==> config.mk <==
export PLATFORM = sky130hd
export DESIGN_NAME = memctrl_host
export DESIGN_NICKNAME = d
export VERILOG_FILES = /design/src/rtl/memctrl_host_pkg.sv /design/src/rtl/memctrl_host_phase_cnt.sv /design/src/rtl/memctrl_host.sv
export SDC_FILE = /design/constraint.sdc
export NUM_CORES = 1
export LEC_CHECK = 0
export CORE_MARGIN = 2
export CORE_UTILIZATION = 35
export DETAILED_ROUTE_END_ITERATION = 10
export PLACE_DENSITY = 0.69
export SYNTH_ARGS = -nofsm -noshare
export SYNTH_HDL_FRONTEND = slang
export SYNTH_HIERARCHICAL = 1
export SYNTH_SLANG_ARGS = --single-unit
==> constraint.sdc <==
create_clock -name CLK -period 4.2 [get_ports CLK]
set_input_delay 0.42 -clock CLK [delete_from_list [all_inputs] [get_ports CLK]]
set_output_delay 0.42 -clock CLK [all_outputs]
set_load 0.03 [all_outputs]
==> src/rtl/memctrl_host_pkg.sv <==
// Shared types and constants for the memory-controller host sequencer.
package memctrl_host_pkg;

    localparam int ADDR_W      = 16;
    localparam int DATA_W      = 8;
    localparam int CNT_W       = 4;
    localparam int CE_HALF_DEF = 1;

    typedef enum logic [2:0] {
        IDLE  = 3'd0,
        SETUP = 3'd1,
        CE1H  = 3'd2,
        CE1L  = 3'd3,
        CE2H  = 3'd4,
        CE2L  = 3'd5
    } state_e;

endpackage

==> src/rtl/memctrl_host_phase_cnt.sv <==
// Loadable down-counter timing each CE half-phase; flags terminal count now and next cycle.
module memctrl_host_phase_cnt
    import memctrl_host_pkg::*;
(
    input  logic             clk,
    input  logic             rst_n,
    input  logic             load,
    input  logic [CNT_W-1:0] load_val,
    output logic             tc,
    output logic             tc_nxt
);

    logic [CNT_W-1:0] cnt_q;
    logic [CNT_W-1:0] cnt_d;

    // Next count: reload, decrement, or park at zero.
    always_comb begin
        if (load) begin
            cnt_d = load_val;
        end else if (cnt_q != {CNT_W{1'b0}}) begin
            cnt_d = cnt_q - CNT_W'(1);
        end else begin
            cnt_d = cnt_q;
        end
    end

    // Counter register.
    always_ff @(posedge clk or negedge rst_n) begin
        if (!rst_n) begin
            cnt_q <= {CNT_W{1'b0}};
        end else begin
            cnt_q <= cnt_d;
        end
    end

    assign tc     = (cnt_q == {CNT_W{1'b0}});
    assign tc_nxt = (cnt_d == {CNT_W{1'b0}});

endmodule

==> src/rtl/memctrl_host.sv <==
// Host-side sequencer: turns one request into a two-CE-pulse memory-controller cycle.
module memctrl_host
    import memctrl_host_pkg::*;
#(
    parameter int CE_HALF = CE_HALF_DEF
)
(
    input  logic              CLK,
    input  logic              RSTN,
    input  logic              REQ_VALID,
    output logic              REQ_READY,
    input  logic              REQ_WE,
    input  logic [ADDR_W-1:0] REQ_ADDR,
    input  logic [DATA_W-1:0] REQ_WDATA,
    output logic              RSP_VALID,
    output logic [DATA_W-1:0] RSP_RDATA,
    output logic              CSB,
    output logic              WEB,
    output logic              OEB,
    output logic              CE,
    output logic [ADDR_W-1:0] ADDR,
    output logic [DATA_W-1:0] IDATA,
    input  logic [DATA_W-1:0] ODATA
);

    state_e            state_q, state_d;
    logic              we_q, we_d;
    logic [ADDR_W-1:0] addr_q, addr_d;
    logic [DATA_W-1:0] wdata_q, wdata_d;
    logic [DATA_W-1:0] rdata_q, rdata_d;
    logic              ready_q, ready_d;
    logic              rsp_q, rsp_d;
    logic              csb_q, csb_d;
    logic              web_q, web_d;
    logic              oeb_q, oeb_d;
    logic              ce_q, ce_d;
    logic              tc_s;
    logic              tc_nxt_s;
    logic              load_s;

    assign load_s = (state_d != state_q);

    memctrl_host_phase_cnt u_phase_cnt (
        .clk      (CLK),
        .rst_n    (RSTN),
        .load     (load_s),
        .load_val (CNT_W'(CE_HALF - 1)),
        .tc       (tc_s),
        .tc_nxt   (tc_nxt_s)
    );

    // Next-state, request capture and read-data capture on the CE1L exit edge.
    always_comb begin
        state_d = state_q;
        we_d    = we_q;
        addr_d  = addr_q;
        wdata_d = wdata_q;
        rdata_d = rdata_q;
        case (state_q)
            IDLE: begin
                if (REQ_VALID && ready_q) begin
                    state_d = SETUP;
                    we_d    = REQ_WE;
                    addr_d  = REQ_ADDR;
                    wdata_d = REQ_WDATA;
                end else begin
                    state_d = IDLE;
                end
            end
            SETUP: state_d = CE1H;
            CE1H: begin
                if (tc_s) begin
                    state_d = CE1L;
                end else begin
                    state_d = CE1H;
                end
            end
            CE1L: begin
                if (tc_s) begin
                    state_d = CE2H;
                    if (!we_q) begin
                        rdata_d = ODATA;
                    end else begin
                        rdata_d = rdata_q;
                    end
                end else begin
                    state_d = CE1L;
                end
            end
            CE2H: begin
                if (tc_s) begin
                    state_d = CE2L;
                end else begin
                    state_d = CE2H;
                end
            end
            CE2L: begin
                if (tc_s) begin
                    state_d = IDLE;
                end else begin
                    state_d = CE2L;
                end
            end
            default: state_d = IDLE;
        endcase
    end

    // Output decode from the next state so every pin comes straight from a flop.
    always_comb begin
        csb_d   = 1'b1;
        web_d   = 1'b1;
        oeb_d   = 1'b1;
        ce_d    = 1'b0;
        ready_d = (state_d == IDLE);
        rsp_d   = (state_d == CE2L) && tc_nxt_s;
        case (state_d)
            SETUP, CE1H: begin
                csb_d = 1'b0;
                web_d = ~we_d;
                oeb_d = we_d;
                ce_d  = (state_d == CE1H);
            end
            CE1L:    oeb_d = we_d;
            CE2H:    ce_d  = 1'b1;
            default: ce_d  = 1'b0;
        endcase
    end

    // State, datapath and output registers.
    always_ff @(posedge CLK or negedge RSTN) begin
        if (!RSTN) begin
            state_q <= IDLE;
            we_q    <= 1'b0;
            addr_q  <= {ADDR_W{1'b0}};
            wdata_q <= {DATA_W{1'b0}};
            rdata_q <= {DATA_W{1'b0}};
            ready_q <= 1'b0;
            rsp_q   <= 1'b0;
            csb_q   <= 1'b1;
            web_q   <= 1'b1;
            oeb_q   <= 1'b1;
            ce_q    <= 1'b0;
        end else begin
            state_q <= state_d;
            we_q    <= we_d;
            addr_q  <= addr_d;
            wdata_q <= wdata_d;
            rdata_q <= rdata_d;
            ready_q <= ready_d;
            rsp_q   <= rsp_d;
            csb_q   <= csb_d;
            web_q   <= web_d;
            oeb_q   <= oeb_d;
            ce_q    <= ce_d;
        end
    end

    assign REQ_READY = ready_q;
    assign RSP_VALID = rsp_q;
    assign RSP_RDATA = rdata_q;
    assign CSB       = csb_q;
    assign WEB       = web_q;
    assign OEB       = oeb_q;
    assign CE        = ce_q;
    assign ADDR      = addr_q;
    assign IDATA     = wdata_q;

endmodule

==> results of run 1 <==
==> state kept, by name, indices dropped and copies added, names as in the netlist, 3 cells and up <==
register           cells
ADDR                  16
IDATA                  8
RSP_RDATA              8
state_q                3
u_phase_cnt/cnt_q      4
==> placed cells by master (no fill, tap or decap), drive strengths merged, types with 2 or more instances in the layout <==
cell	synthesis	routed
clkdlybuf4s50	0	72
dfrtp	43	43
mux2	34	34
nand2	6	6
clkbuf	1	6
inv	5	5
nor2	5	5
o21ai	5	5
conb	1	4
dfstp	3	3
nand2b	2	2
nor2b	2	2
xor2	2	2
a21o	2	2
xnor2	2	2
a21oi	2	2
nand3	2	2
clkinv	0	2
mux2i	2	2
nor3	2	2
buf	5	2
==> logic make-up after synthesis <==
group,after synthesis,share of synthesized area [%]
xor gates and xnor gates,4,1.73
and+or+nand+nor,26,8.47
buffers and inverters,11,3.52
adders and majority gates,1,0.618
other,1,0.185
AOI/OAI and AO/OA,15,4.95
muxes,36,23.4
DFF,46,57.1
==> layer usage <==
layer	GRT usage, %	up-vias	wire, um
met3	4.30	9	391
met5	0	-	0
met4	5.08	0	77
met2	21.2	62	1760
met1	16.0	658	1750
li1	-	638	-
==> critical path, delay by kind of cell, from the launching register on <==
kind,cells,cell delay [ps]
AO/OA/AOI/OAI,2,520
adder cells (fa/ha/maj),1,220
buffers and inverters,1,90
flip-flops,1,380
multiplexers,1,410
AND/OR/NAND/NOR,4,1010
==> stage by stage <==
step                utilization, %  instances  hold WS [ps]  worst slack (ps)
floorplan                        -        143           124              1780
global placement              50.6        283           488              1500
detailed placement            50.6        283           491              1480
CTS                           52.1        291           316              1510
global route                  52.1        291           374              1250
finish                        52.1        291           282              1530
==> power by group through the flow <==
stage | Sequential, mW | Clock (mW) | Combinational, mW
finish | 0.783 | 0.259 | 1.20
floorplan | 1.10 | 0 | 0.448
CTS | 0.788 | 0.270 | 1.21
global route | 0.814 | 0.287 | 1.28
global placement | 0.787 | 0 | 1.20
detailed placement | 0.794 | 0 | 1.21
==> final cells by class <==
cell class                      instances  area share (%)
Tap cell                               72            3.12
Inverter                                5           0.650
Timing Repair Buffer                   74            25.4
Clock buffer                            6            2.51
Sequential cell                        46            40.0
Multi-Input combinational cell         86            28.0
Clock inverter                          2           0.347
==> worst min-delay path by stage <==
| stage | end | slack (ps) | cells past startpoint |
|---|---|---|---|
| after CTS | state_q[2] | 320 | 1 |
| final | ADDR[7] | 280 | 1 |
| after global routing | RSP_RDATA[3] | 370 | 1 |
| after global placement | IDATA[1] | 490 | 1 |
| after detailed placement | ADDR[11] | 490 | 1 |
| after floorplan | ADDR[0] | 120 | 0 |
==> run metrics, run 1 <==
minimum clock period=2670 ps; Max Cap Viol=0; r2r setup slk=1530 ps; Die H=80.0 um; RePlAce Congestion=0.773; post-CTS setup buffers=0; count leader, synth=dfrtp_1; TritonCTS clock tree=done; Final HPWL DP=about 2900 um; DR vias/cell=4.70; achievable frequency=between 0.3 and 0.4 GHz; Remaining Overflow, GRT=0; pwr dens=about 780 nW/um2; n_diodes=0; CTS Hold Bufs=0; worst slew pin tran=990 ps; I/O Buffers=73; fraction of layout cells with a size suffix above 1=23.7%; Max Slew Vio Count=0; # nets final=~260; # fillers=487; cell count of the worst reg-to-reg path=9; Synth-to-Final Area Change=42.7%; Die Width=80.0 um; ranking of synthesized cells by area=dfrtp_1 53%, mux2_4 14%, mux2_2 8.3%, dfstp_2 3.9%, buf_6 1.7%; cell row count=27; Worst path slowest cell=a21oi_1; root buf cell=clkbuf_8; WL per Instance=13.7 um; area of the multi-input gates=between 800 and 900 um2; Worst Clk Skew=4.38 ps; deepest level of the CTS H-tree=2; RSZ-0062 raised after global routing=no; Top Ports=74; post-synth cell types=38; HP Class=input port to asynchronous set/reset pin; clk buf depth=2; RR Endpoint=RSP_VALID; critical path fanouts, max=8; ys flop type=dfrtp_1; Seq pwr share=34.9%; largest net degree at the start of global routing=47; core region area=about 5500 um2; setup TNS=0 ps; share of the synthesized area in the top cell type=between 50 and 60%; critical setup path kind=register to register; first-pass iteration count of the detailed router=4; synth warn=6; first-pass GRT wire length=6510 um; Worst EP required=between 4000 and 5000 ps; clock share of power=11.5%; # DRC=0; Vias=1367; CP arrival=2910 ps; Power Internal=1.36 mW; EDFF count, synth=0; post-synthesis register bit count=46; Seq/Total Area, Yosys=57.1%; final period utilization=63.7%; Fin. Hold Viols=0; antenna violations before repair=0; Rel. slew slack=34.0%; NetSw=0.878 mW; post-cts resize count=0; Final Power=around 2.2 mW; clk_lat worst skew=300 ps; Worst Setup SP=u_phase_cnt/cnt_q[0]; Crit path largest cell delay=430 ps; startpoint types=register; clock edge transition at the registers on the reported setup and hold paths=80 ps; FF+latch area=approximately 1200 um2; Cells after Synth=between 100 and 150; CP Cell Sequence=inv_1, ha_1, nor3b_4, nand2b_1, o21ai_0, a21oi_1, mux2_2, nor4_2, and3_1; Total GRT Usage=13.0%; worst-case vdd ir drop=between 0.3 and 0.4 mV; reg2reg start=u_phase_cnt/cnt_q[0]; vias in the first global route=1455; dpl cell area=2810 um2; mapped cell area=between 2000 and 2500 um2; combinational power share=53.5%; Yosys top cell by area=dfrtp_1; mean post-synth cell area=14.5 um2; CTS Sinks=46; synth cell count leaders=43 x dfrtp_1, 19 x mux2_4, 15 x mux2_2; Routed Antenna Nets=0; Initial DRC Count=38; CTS Buf Count=5; Setup crit end=RSP_VALID; initial cell density of the core=36.5%; sw frac=between 30% and 40%; DIE AREA=roughly 6400 um2; Final setup violation count=0; Critical Path End Type=register; Synth async-reset ratio=100%; final WL=3980 um; leakage=1.26 nW; status=finished clean; Design Area, Final=2890 um2
(Power assumes the default switching activity.)
==> run 2, diff against run 1 <==
Settings changed: PLACE_DENSITY 0.69 to 0.72.
Clock period 4.2 ns to 2.4 ns, I/O delays scaled along.
==> run 2 against run 1 <==
  * Sequential power up 75%
  * Highest routed layer unchanged
  * Global-route usage fell by 0.46 points
  * Setup slack worse by 1300 ps
  * Total power grew 80%
==> run metrics, run 2 (synthesis gave the netlist of run 1 again) <==
Inst Count DP=287 (+1.4%); deepest level of the CTS H-tree=2 (unchanged); Max Cap Viol=0 (unchanged); Vias=1326 (-3.0%); RSZ-0062 raised after global routing=no; largest net degree at the start of global routing=37 (-21%); hold_ws=343 ps (+61.2 ps); Crit path largest cell delay=390 ps (-40 ps); antenna violations before repair=0 (unchanged); n_diodes=0 (unchanged); minimum clock period=2160 ps (-518 ps); Max Slew Vio Count=0 (unchanged); Worst path slowest cell=dfrtp_1; CP Cell Sequence=inv_2, ha_2, nor3b_4, nand2b_4, o21ai_0, a21oi_2, buf_4, mux2_4, nor4_4, and3_1; CTS Buf Count=5 (unchanged); Total GRT Usage=12.6% (-0.46 points); first-pass iteration count of the detailed router=4 (unchanged); setup TNS=0 ps (unchanged); startpoint types=register; Worst EP required=2630 ps (-1810 ps); clock edge transition at the registers on the reported setup and hold paths=80 ps (about the same); achievable frequency=0.464 GHz (+24%); Final HPWL DP=2790 um (-3.3%); worst slew pin tran=511 ps (-479 ps); cell count of the worst reg-to-reg path=10 (+1); status=finished clean; core region area=5540 um2 (unchanged); worst-case vdd ir drop=0.552 mV (+72%); RR Endpoint=RSP_VALID; Final Non-Filler Cells=296 (+1.7%); DIE AREA=6400 um2 (unchanged); critical path's top delay family=simple AND/OR/NAND/NOR gates; reg2reg start=u_phase_cnt/cnt_q[0]; # fillers=491 (+0.82%); post-CTS setup buffers=0 (unchanged); final WL=3870 um (-2.9%); # DRC=0 (unchanged); Remaining Overflow, GRT=0 (unchanged); critical setup path kind=register to register; I/O Buffers=73 (unchanged); HP Class=input port to asynchronous set/reset pin; worst path bufs/invs=2 (+1); Worst Clk Skew=10.7 ps (+6.28 ps); TritonCTS clock tree=done; Synth-to-Final Area Change=46.6%; Critical Path End Type=register; cell row count=27 (unchanged); # nets final=260 (+2.0%); first-pass GRT wire length=6190 um (-5.0%); final period utilization=89.8% (+26 points); Top Ports=74 (unchanged); fraction of layout cells with a size suffix above 1=27.2% (+3.5 points); DR vias/cell=4.48 (-4.6%); root buf cell=clkbuf_8; Design Area, Final=2970 um2 (+2.7%); Routed Antenna Nets=0 (unchanged); clk buf depth=2 (unchanged); CP arrival=2390 ps (-520 ps); initial cell density of the core=36.5% (unchanged); vias in the first global route=1349 (-7.3%); Largest register FFs=16 (unchanged); Rel. slew slack=65.5% (+31 points); Initial DRC Count=36 (-5.3%); fin util=53.5% (+1.4 points); pwr dens=1360 nW/um2 (+76%); RePlAce Congestion=0.737 (-4.6%); most common cell after layout, fill and taps aside=clkdlybuf4s50_1; leakage=1.29 nW (+2.5%); Fin. Hold Viols=0 (unchanged); WL per Instance=13.1 um (-4.6%); r2r setup slk=240 ps (-1280 ps); most frequent cells in the layout=72 x clkdlybuf4s50_1, 43 x dfrtp_1, 20 x mux2_4; Die Width=80.0 um (unchanged); Die H=80.0 um (unchanged); critical path fanouts, max=5 (-3); Final setup violation count=0 (unchanged); CTS Sinks=46 (unchanged); clk_lat worst skew=300 ps (about the same); dpl cell area=2840 um2 (+1.2%)
[run 2: changes by cell type in the layout (fill, tap and decap cells not counted), sizes merged]
cell / delta
dlygate4sd3: +1
clkinv: -1
buf: +4
clkinvlp: +1
[run 2: repair_timing]
item / in CTS / in global routing
endpoints found under the setup margin: 0 / 1
hold buffers: 1 / 0
gates resized for setup: 0 / 5
hold endpoints to repair: 10 / 0
[run 2: how the worst max path moves through the flow]
stage / start / endpoint / slack, ps / cells after the start
detailed placement: u_phase_cnt/cnt_q[0] / RSP_VALID / 200 / 9
global placement: u_phase_cnt/cnt_q[0] / RSP_VALID / 310 / 9
floorplan: u_phase_cnt/cnt_q[0] / RSP_VALID / 80 / 9
finish: u_phase_cnt/cnt_q[0] / RSP_VALID / 240 / 10
global route: u_phase_cnt/cnt_q[1] / RSP_VALID / 0.2 / 10
CTS: u_phase_cnt/cnt_q[0] / RSP_VALID / 170 / 9
[run 2: layout make-up]
class	instances	area [um2]	area share, %
multi-input cells	86	835	28.1
flip-flops and latches	46	1150	38.9
well taps	72	90.1	3.04
repair buffers	79	773	26.1
inverters	5	18.8	0.633
clock inverters	2	12.5	0.422
clock buffers	6	82.6	2.78
[run 2: layer usage]
metal	vias to the layer above	part of all wire [%]	global-route usage, %
met4	0	1.3	4.07
li1	646	-	-
met3	6	7.7	4.30
met1	626	47	16.7
met2	48	44	19.3
met5	-	0	0
[run 2: where the power goes]
part           total, mW  switching, mW  leakage (nW)  internal, mW
clock network      0.488          0.257        0.0472         0.232
logic               2.18           1.09         0.676          1.09
registers           1.37          0.229         0.564          1.14
[run 2: stage by stage]
| step | setup slack [ps] | power (mW) |
|---|---|---|
| floorplan | 78.9 | 2.72 |
| global placement | 310 | 3.49 |
| detailed placement | 197 | 3.52 |
| CTS | 169 | 4.03 |
| global route | 0.221 | 4.29 |
| finish | 244 | 4.04 |
==> run 3, diff against run 2 <==
Settings changed: TNS_END_PERCENT set to 5.
==> results of run 3 <==
No change in the layout: final DEF, timing and power equal those of run 2.
